[src/rtl/module_bin2bcd_pkg.sv]
// Shared constants and FSM state type for the binary-to-BCD converter.
// Optional leading-zero blanking is controlled by BIN2BCD_BLANK_EN.
package calc_pkg;

    localparam int SUM_W      = 13;
    localparam int BCD_DIGITS = 4;
    localparam int CNT_W      = 4;
    localparam int BCD_W      = 4 * BCD_DIGITS;

    typedef enum logic [1:0] {
        IDLE  = 2'd0,
        SHIFT = 2'd1,
        DONE  = 2'd2
    } state_t;

    // Enable mask that turns off every digit above the most significant nonzero one.
    function automatic logic [BCD_DIGITS-1:0] blank_mask(input logic [BCD_W-1:0] bcd_val);
        logic [BCD_DIGITS-1:0] mask;
        logic                  seen;
        mask = '0;
        seen = 1'b0;
        for (int i = BCD_DIGITS - 1; i >= 0; i--) begin
            seen    = seen | (bcd_val[4*i +: 4] != 4'd0);
            mask[i] = seen;
        end
        mask[0] = 1'b1;
        return mask;
    endfunction

endpackage

[src/rtl/module_bin2bcd_if.sv]
// Request/result bundle between the adder front end and the BCD converter.
interface module_bin2bcd_if;
    import calc_pkg::*;

    logic [SUM_W-1:0]      bin;
    logic                  start;
    logic                  busy;
    logic                  done;
    logic [BCD_W-1:0]      bcd;
    logic [BCD_DIGITS-1:0] digit_en;

    modport master (
        output bin,
        output start,
        input  busy,
        input  done,
        input  bcd,
        input  digit_en
    );

    modport slave (
        input  bin,
        input  start,
        output busy,
        output done,
        output bcd,
        output digit_en
    );

endinterface

[src/rtl/module_bin2bcd_add3.sv]
// Double-dabble digit correction: a digit of 5 or more gets 3 added before the shift.
module module_add3 (
    input  logic [3:0] d_i,
    output logic [3:0] d_o
);

    assign d_o = (d_i >= 4'd5) ? (d_i + 4'd3) : d_i;

endmodule

[src/rtl/module_bin2bcd.sv]
// Sequential double-dabble converter: one bit per cycle, result registered at the last shift.
// Define BIN2BCD_BLANK_EN to enable leading-zero blanking on digit_en.
module module_bin2bcd
    import calc_pkg::*;
(
    input  logic            clk,
    input  logic            rst,
    module_bin2bcd_if.slave bus
);

    state_t           state_q, state_d;
    logic [CNT_W-1:0] cnt_q, cnt_d;
    logic [SUM_W-1:0] sh_q, sh_d;
    logic [BCD_W-1:0] scr_q, scr_d;
    logic [BCD_W-1:0] bcd_q, bcd_d;
    logic             done_q, done_d;
    logic [BCD_W-1:0] corr;
    logic [BCD_W-1:0] shifted;

    genvar gi;
    generate
        for (gi = 0; gi < BCD_DIGITS; gi++) begin : g_add3
            module_add3 u_add3 (
                .d_i (scr_q[4*gi +: 4]),
                .d_o (corr[4*gi +: 4])
            );
        end
    endgenerate

    // Corrected scratch shifted left by one, taking in the next binary MSB.
    assign shifted = {corr[BCD_W-2:0], sh_q[SUM_W-1]};

    always_comb begin
        state_d = state_q;
        cnt_d   = cnt_q;
        sh_d    = sh_q;
        scr_d   = scr_q;
        bcd_d   = bcd_q;
        done_d  = 1'b0;
        case (state_q)
            IDLE: begin
                if (bus.start) begin
                    sh_d    = bus.bin;
                    scr_d   = '0;
                    cnt_d   = '0;
                    state_d = SHIFT;
                end
            end
            SHIFT: begin
                scr_d = shifted;
                sh_d  = {sh_q[SUM_W-2:0], 1'b0};
                cnt_d = cnt_q + CNT_W'(1);
                if (cnt_q == CNT_W'(SUM_W - 1)) begin
                    state_d = DONE;
                    bcd_d   = shifted;
                    done_d  = 1'b1;
                end
            end
            DONE: begin
                state_d = IDLE;
            end
            default: begin
                state_d = IDLE;
            end
        endcase
    end

    always_ff @(posedge clk) begin
        if (rst) begin
            state_q <= IDLE;
            cnt_q   <= '0;
            sh_q    <= '0;
            scr_q   <= '0;
            bcd_q   <= '0;
            done_q  <= 1'b0;
        end else begin
            state_q <= state_d;
            cnt_q   <= cnt_d;
            sh_q    <= sh_d;
            scr_q   <= scr_d;
            bcd_q   <= bcd_d;
            done_q  <= done_d;
        end
    end

`ifdef BIN2BCD_BLANK_EN
    logic [BCD_DIGITS-1:0] den_q, den_d;

    always_comb begin
        den_d = den_q;
        if (state_q == SHIFT && cnt_q == CNT_W'(SUM_W - 1)) begin
            den_d = blank_mask(shifted);
        end
    end

    always_ff @(posedge clk) begin
        if (rst) begin
            den_q <= BCD_DIGITS'(1);
        end else begin
            den_q <= den_d;
        end
    end

    assign bus.digit_en = den_q;
`else
    assign bus.digit_en = '1;
`endif

    assign bus.busy = (state_q != IDLE);
    assign bus.done = done_q;
    assign bus.bcd  = bcd_q;

endmodule

[src/flat_wrapper.sv]
// flat-port wrapper written by rule: the top's interface ports become plain ports
module module_bin2bcd_flat import calc_pkg::*;
  (clk, rst, bus_bin, bus_start, bus_busy, bus_done, bus_bcd, bus_digit_en);
  module_bin2bcd_if bus_i ();
  input  logic clk;
  input  logic rst;
  input wire logic [$bits(bus_i.bin)-1:0] bus_bin;
  input wire logic [$bits(bus_i.start)-1:0] bus_start;
  output wire logic [$bits(bus_i.busy)-1:0] bus_busy;
  output wire logic [$bits(bus_i.done)-1:0] bus_done;
  output wire logic [$bits(bus_i.bcd)-1:0] bus_bcd;
  output wire logic [$bits(bus_i.digit_en)-1:0] bus_digit_en;
  assign bus_i.bin = bus_bin;
  assign bus_i.start = bus_start;
  assign bus_busy = bus_i.busy;
  assign bus_done = bus_i.done;
  assign bus_bcd = bus_i.bcd;
  assign bus_digit_en = bus_i.digit_en;
  module_bin2bcd u_core (.clk(clk), .rst(rst), .bus(bus_i));
endmodule
[config.mk]
export PLATFORM = sky130hd
export DESIGN_NAME = module_bin2bcd_flat
export DESIGN_NICKNAME = d
export VERILOG_FILES = /design/src/rtl/module_bin2bcd_pkg.sv /design/src/rtl/module_bin2bcd_if.sv /design/src/rtl/module_bin2bcd_add3.sv /design/src/rtl/module_bin2bcd.sv /design/src/flat_wrapper.sv
export SDC_FILE = /design/constraint.sdc
export NUM_CORES = 1
export LEC_CHECK = 0
export ABC_AREA = 1
export ABC_CLOCK_PERIOD_IN_PS = 1700
export BUFFER_PORTS_ARGS = -buffer_cell sky130_fd_sc_hd__clkbuf_2
export CAP_MARGIN = 10
export CORE_UTILIZATION = 30
export CTS_CLUSTER_SIZE = 16
export DETAILED_ROUTE_END_ITERATION = 8
export GPL_TIMING_DRIVEN = 0
export PLACE_DENSITY = 0.48
export SYNTH_ARGS = -nofsm -noshare
export SYNTH_HDL_FRONTEND = slang
export SYNTH_SLANG_ARGS = --single-unit
[constraint.sdc]
create_clock -name clk -period 1.7 [get_ports clk]
set_clock_uncertainty 0.2 [all_clocks]
set_input_delay 0.085 -clock clk [delete_from_list [all_inputs] [get_ports clk]]
set_output_delay 0.085 -clock clk [all_outputs]
set_load 0.005 [all_outputs]
==> metrics.sh <==
SEQ_AREA_FRAC_SYNTH_PCT=40.8
AREAGROWTHSYNTHTOFINISH_PCT=22.7
DIE_AREA_MM2=0.00888
FF2FF_PATH_DEPTH=9
HOLD_DEPTH=4
TIMING.CRITICAL_PATH.MAX_DELAY_FAMILY='simple AND/OR/NAND/NOR gates'
FINAL_DESIGN_AREA_EXCLUDING_FILLERS_MM2=0.00313
PLACED_WIRE_LENGTH_ESTIMATE_AFTER_DETAILED_PLACEMENT_UM=4290
SYNTH_CELL_TYPE_COUNT=26
GRT_PASS1_WL_UM=10300
REGISTER_BIT_COUNT_REPORTED_BY_YOSYS=52
WORSTSETUPPATHTYPE='reg -> reg'
DRT_WL_TOTAL_UM=6270
LEVELS_ON_CRIT_PATH=9
TOTAL_OF_ENDPOINTS_WITH_NEGATIVE_SETUP_SLACK_IN_THE_FINAL_REPORT=0
CRIT-REG2REG-LAUNCH='u_core.scr_q[1]$_SDFFE_PP0P_'
GRT_MAX_DEGREE=16
PER_CELL_ROUTED_WIRE_LENGTH_UM=11.7
PLACE_CONGESTION=0.827
PATH_MAX_FANOUT=5
DRIVE_GT1_SHARE_PCT=16.8
POWER.STATIC_LEAKAGE_nW=1.46
GLOBALROUTE.TOTALOVERFLOW=0
POSTSYNTH.TOPFLOPCELL='dfxtp_1'
CORE_AREA_MM2=0.00822
FIRST_GLOBAL_VIAS=2219
RR_ENDPOINT='u_core.bus.bcd[1]$_SDFFE_PP0P_'
HTREE_NUM_LEVELS=2
SYNTH_ENABLE_FLOP_CELLS=0
IO_BUFFERS=32
CRITICAL_PATH_BUF_INV_COUNT=3
RELSLEWSLACK_PCT=57.1
P_PER_AREA_mW_PER_MM2=704
CLOCK_TREE.BUFFER_DEPTH=2
WP_DATA_REQUIRED_NS=1.70
WORST_HOLD_SLACK_NS=0.0367
VIAS=2403
WORSTHOLDSTART='rst'
ASYNCSETRESETFLOPFRACSYNTH_PCT=0
HOLD_PATH_CLASS='in -> reg'
NUM_ANTENNA_CELLS=0
DRT_ITER0_DRC=93
NUMCTSBUFFERS=5
MAPPEDNETLISTAREA_MM2=0.00255
MAX_CAP_VIOLATIONS=0
CRIT_PATH_END_KIND='flop'
GRT_ANTENNA_BEFORE_REPAIR=0
POSTROUTEANTENNANETS=0
PLACED_AREA_MM2=0.00285
DRT-PASS1-ITER-COUNT=4
FLOORPLAN.DIE.HEIGHT_UM=94.2
TIGHTEST_SLEW_NS=0.644
FINALWORSTPATHREQUIREDPERIOD_NS=1.63
SYN_INST=371
LAYOUT.NETS=454
IO-PIN-COUNT=38
OUTCOME='complete, no violations'
VIAS_PER_CELL=4.50
ROWS=33
HOLD_END='u_core.bus.bcd[5]$_SDFFE_PP0P_'
LAYOUT_COMMONEST_CELL='nand2_1'
REG2REG_SLACK_NS=0.07
WORSTSKEWPAIRLATENCY_NS=0.30
CTS.ROOT.BUFFER_CELL='clkbuf_8'
INITIAL_CORE_UTIL_PCT=31.0
POST-ROUTE-UTIL_PCT=38.1
TRITONCTS_NUM_SINKS=52
DIE_W_UM=94.2
MAXCLOCKFREQUENCY_GHz=0.615
CRIT_ARRIVAL_NS=1.62
POST-ROUTE-DRC-COUNT=0
CTS_TREE='built'
PERIOD_SHARE_PCT=95.6
CTS.CLK_SLEW.WORST_PATHS_NS=0.09
CP_CELL_SEQUENCE='inv_1 > ha_1 > inv_1 > nand2_1 > nand3_2 > nand2_1 > nand2_1 > o21ai_0 > inv_1'
DPL.CELL_COUNT=511
TRACK_USAGE_PCT=15.0
CP_SLOWEST_CELL='dfxtp_1'
STARTPOINT_TYPE='flop'
SYNTH_AREA_PER_CELL_UM2=6.88
CRITICAL-PATH-MAX-STAGE-DELAY_NS=0.33
POWER.IR.VDD_WORST_V=0.000286
TIMING_HOLD_VIOLATIONS_FINAL=0
YOSYSWARNINGS=0
FIN_CELLS=534
MAXSLEWVIOLCOUNT=0
FINAL_CELL_MIX='128 x nand2_1, 47 x dfxtp_1, 40 x inv_1'
==> metal layers <==
metal,part of all wire [%],vias up,track usage [%]
li1,-,1281,-
met1,50,1077,19.5
met2,45,39,24.8
met3,3.5,6,2.91
met4,1.1,0,4.87
met5,0,-,0
==> kinds of logic after synthesis <==
| group | count (synthesis) | share of synthesized area [%] |
|---|---|---|
| multiplexers | 1 | 0.392 |
| adder cells (fa/ha/maj) | 10 | 4.90 |
| flip-flops | 52 | 40.8 |
| AND/OR/NAND/NOR | 200 | 32.7 |
| other | 1 | 0.147 |
| AO/OA/AOI/OAI | 43 | 9.17 |
| buffers and inverters | 63 | 11.5 |
| XOR/XNOR | 1 | 0.343 |
==> worst min-delay path, delay by kind of cell <==
kind	cells	cell delay (ns)
and+or+nand+nor	1	0.15
AOI/OAI and AO/OA	1	0.06
buffers and inverters	2	0.22
==> state kept, by name, summed over array words and instances (netlist names) <==
signal and cells:
u_core.bus.done 1, u_core.scr_q 16, u_core.cnt_q 4, u_core.state_q 2, u_core.sh_q 13, u_core.bus.bcd 16
==> cell usage after synthesis (4+ instances only) <==
cell | n | area [um^2]
ha_1 | 10 | 125
nor2_1 | 27 | 101
a31oi_1 | 5 | 31.3
buf_6 | 5 | 56.3
clkbuf_1 | 4 | 15.0
inv_2 | 4 | 15.0
nand3_1 | 27 | 135
nand2_1 | 130 | 488
dfxtp_1 | 52 | 1040
inv_1 | 40 | 150
buf_4 | 4 | 30.0
buf_2 | 4 | 20.0
a21oi_1 | 25 | 125
o21ai_0 | 8 | 40.0
nand4_1 | 11 | 68.8
==> where the power goes <==
part / switching [mW] / leakage [nW] / total, mW / internal [mW]
registers: 0.0160 / 0.424 / 1.26 / 1.24
clock network: 0.413 / 0.0445 / 0.745 / 0.332
logic: 0.117 / 0.989 / 0.203 / 0.0862
total: 0.546 / 1.46 / 2.20 / 1.66
==> worst max-delay path by stage <==
stage                                             from                               to  slack, ns
after floorplan           u_core.cnt_q[0]$_SDFFE_PP0P_  u_core.bus.bcd[10]$_SDFFE_PP0P_       0.25
after global placement    u_core.cnt_q[0]$_SDFFE_PP0P_   u_core.bus.bcd[2]$_SDFFE_PP0P_       0.03
after detailed placement  u_core.cnt_q[0]$_SDFFE_PP0P_  u_core.bus.bcd[14]$_SDFFE_PP0P_       0.02
after CTS                 u_core.cnt_q[0]$_SDFFE_PP0P_  u_core.bus.bcd[14]$_SDFFE_PP0P_      0.002
after global routing      u_core.scr_q[1]$_SDFFE_PP0P_   u_core.bus.bcd[1]$_SDFFE_PP0P_      -0.02
final                     u_core.scr_q[1]$_SDFFE_PP0P_   u_core.bus.bcd[1]$_SDFFE_PP0P_       0.07
==> area by class of cell <==
cell class | instances | area [um^2]
Multi-Input combinational cell | 259 | 1250
Buffer | 18 | 131
Inverter | 45 | 169
Clock buffer | 7 | 86.3
Fill cell | 918 | 5090
Sequential cell | 52 | 1050
Tap cell | 105 | 131
Clock inverter | 1 | 7.51
Timing Repair Buffer | 47 | 308
==> metrics by stage <==
step | power [mW] | setup WS, ns | setup TNS, ns
final | 2.20 | 0.0750 | 0
after floorplan | 1.40 | 0.254 | 0
after detailed placement | 1.47 | 0.0222 | 0
after global routing | 2.31 | -0.0176 | -0.0452
after CTS | 2.25 | 0.00210 | 0
after global placement | 1.46 | 0.0315 | 0
==> repair_timing <==
item                                   CTS  global route
endpoints found under the hold margin   14             0
resized for setup                        0            15
setup buffers                            0             1
hold buffers                            14             0
setup endpoints to repair                0            20
No activity file was read; power rests on OpenSTA's default activity.
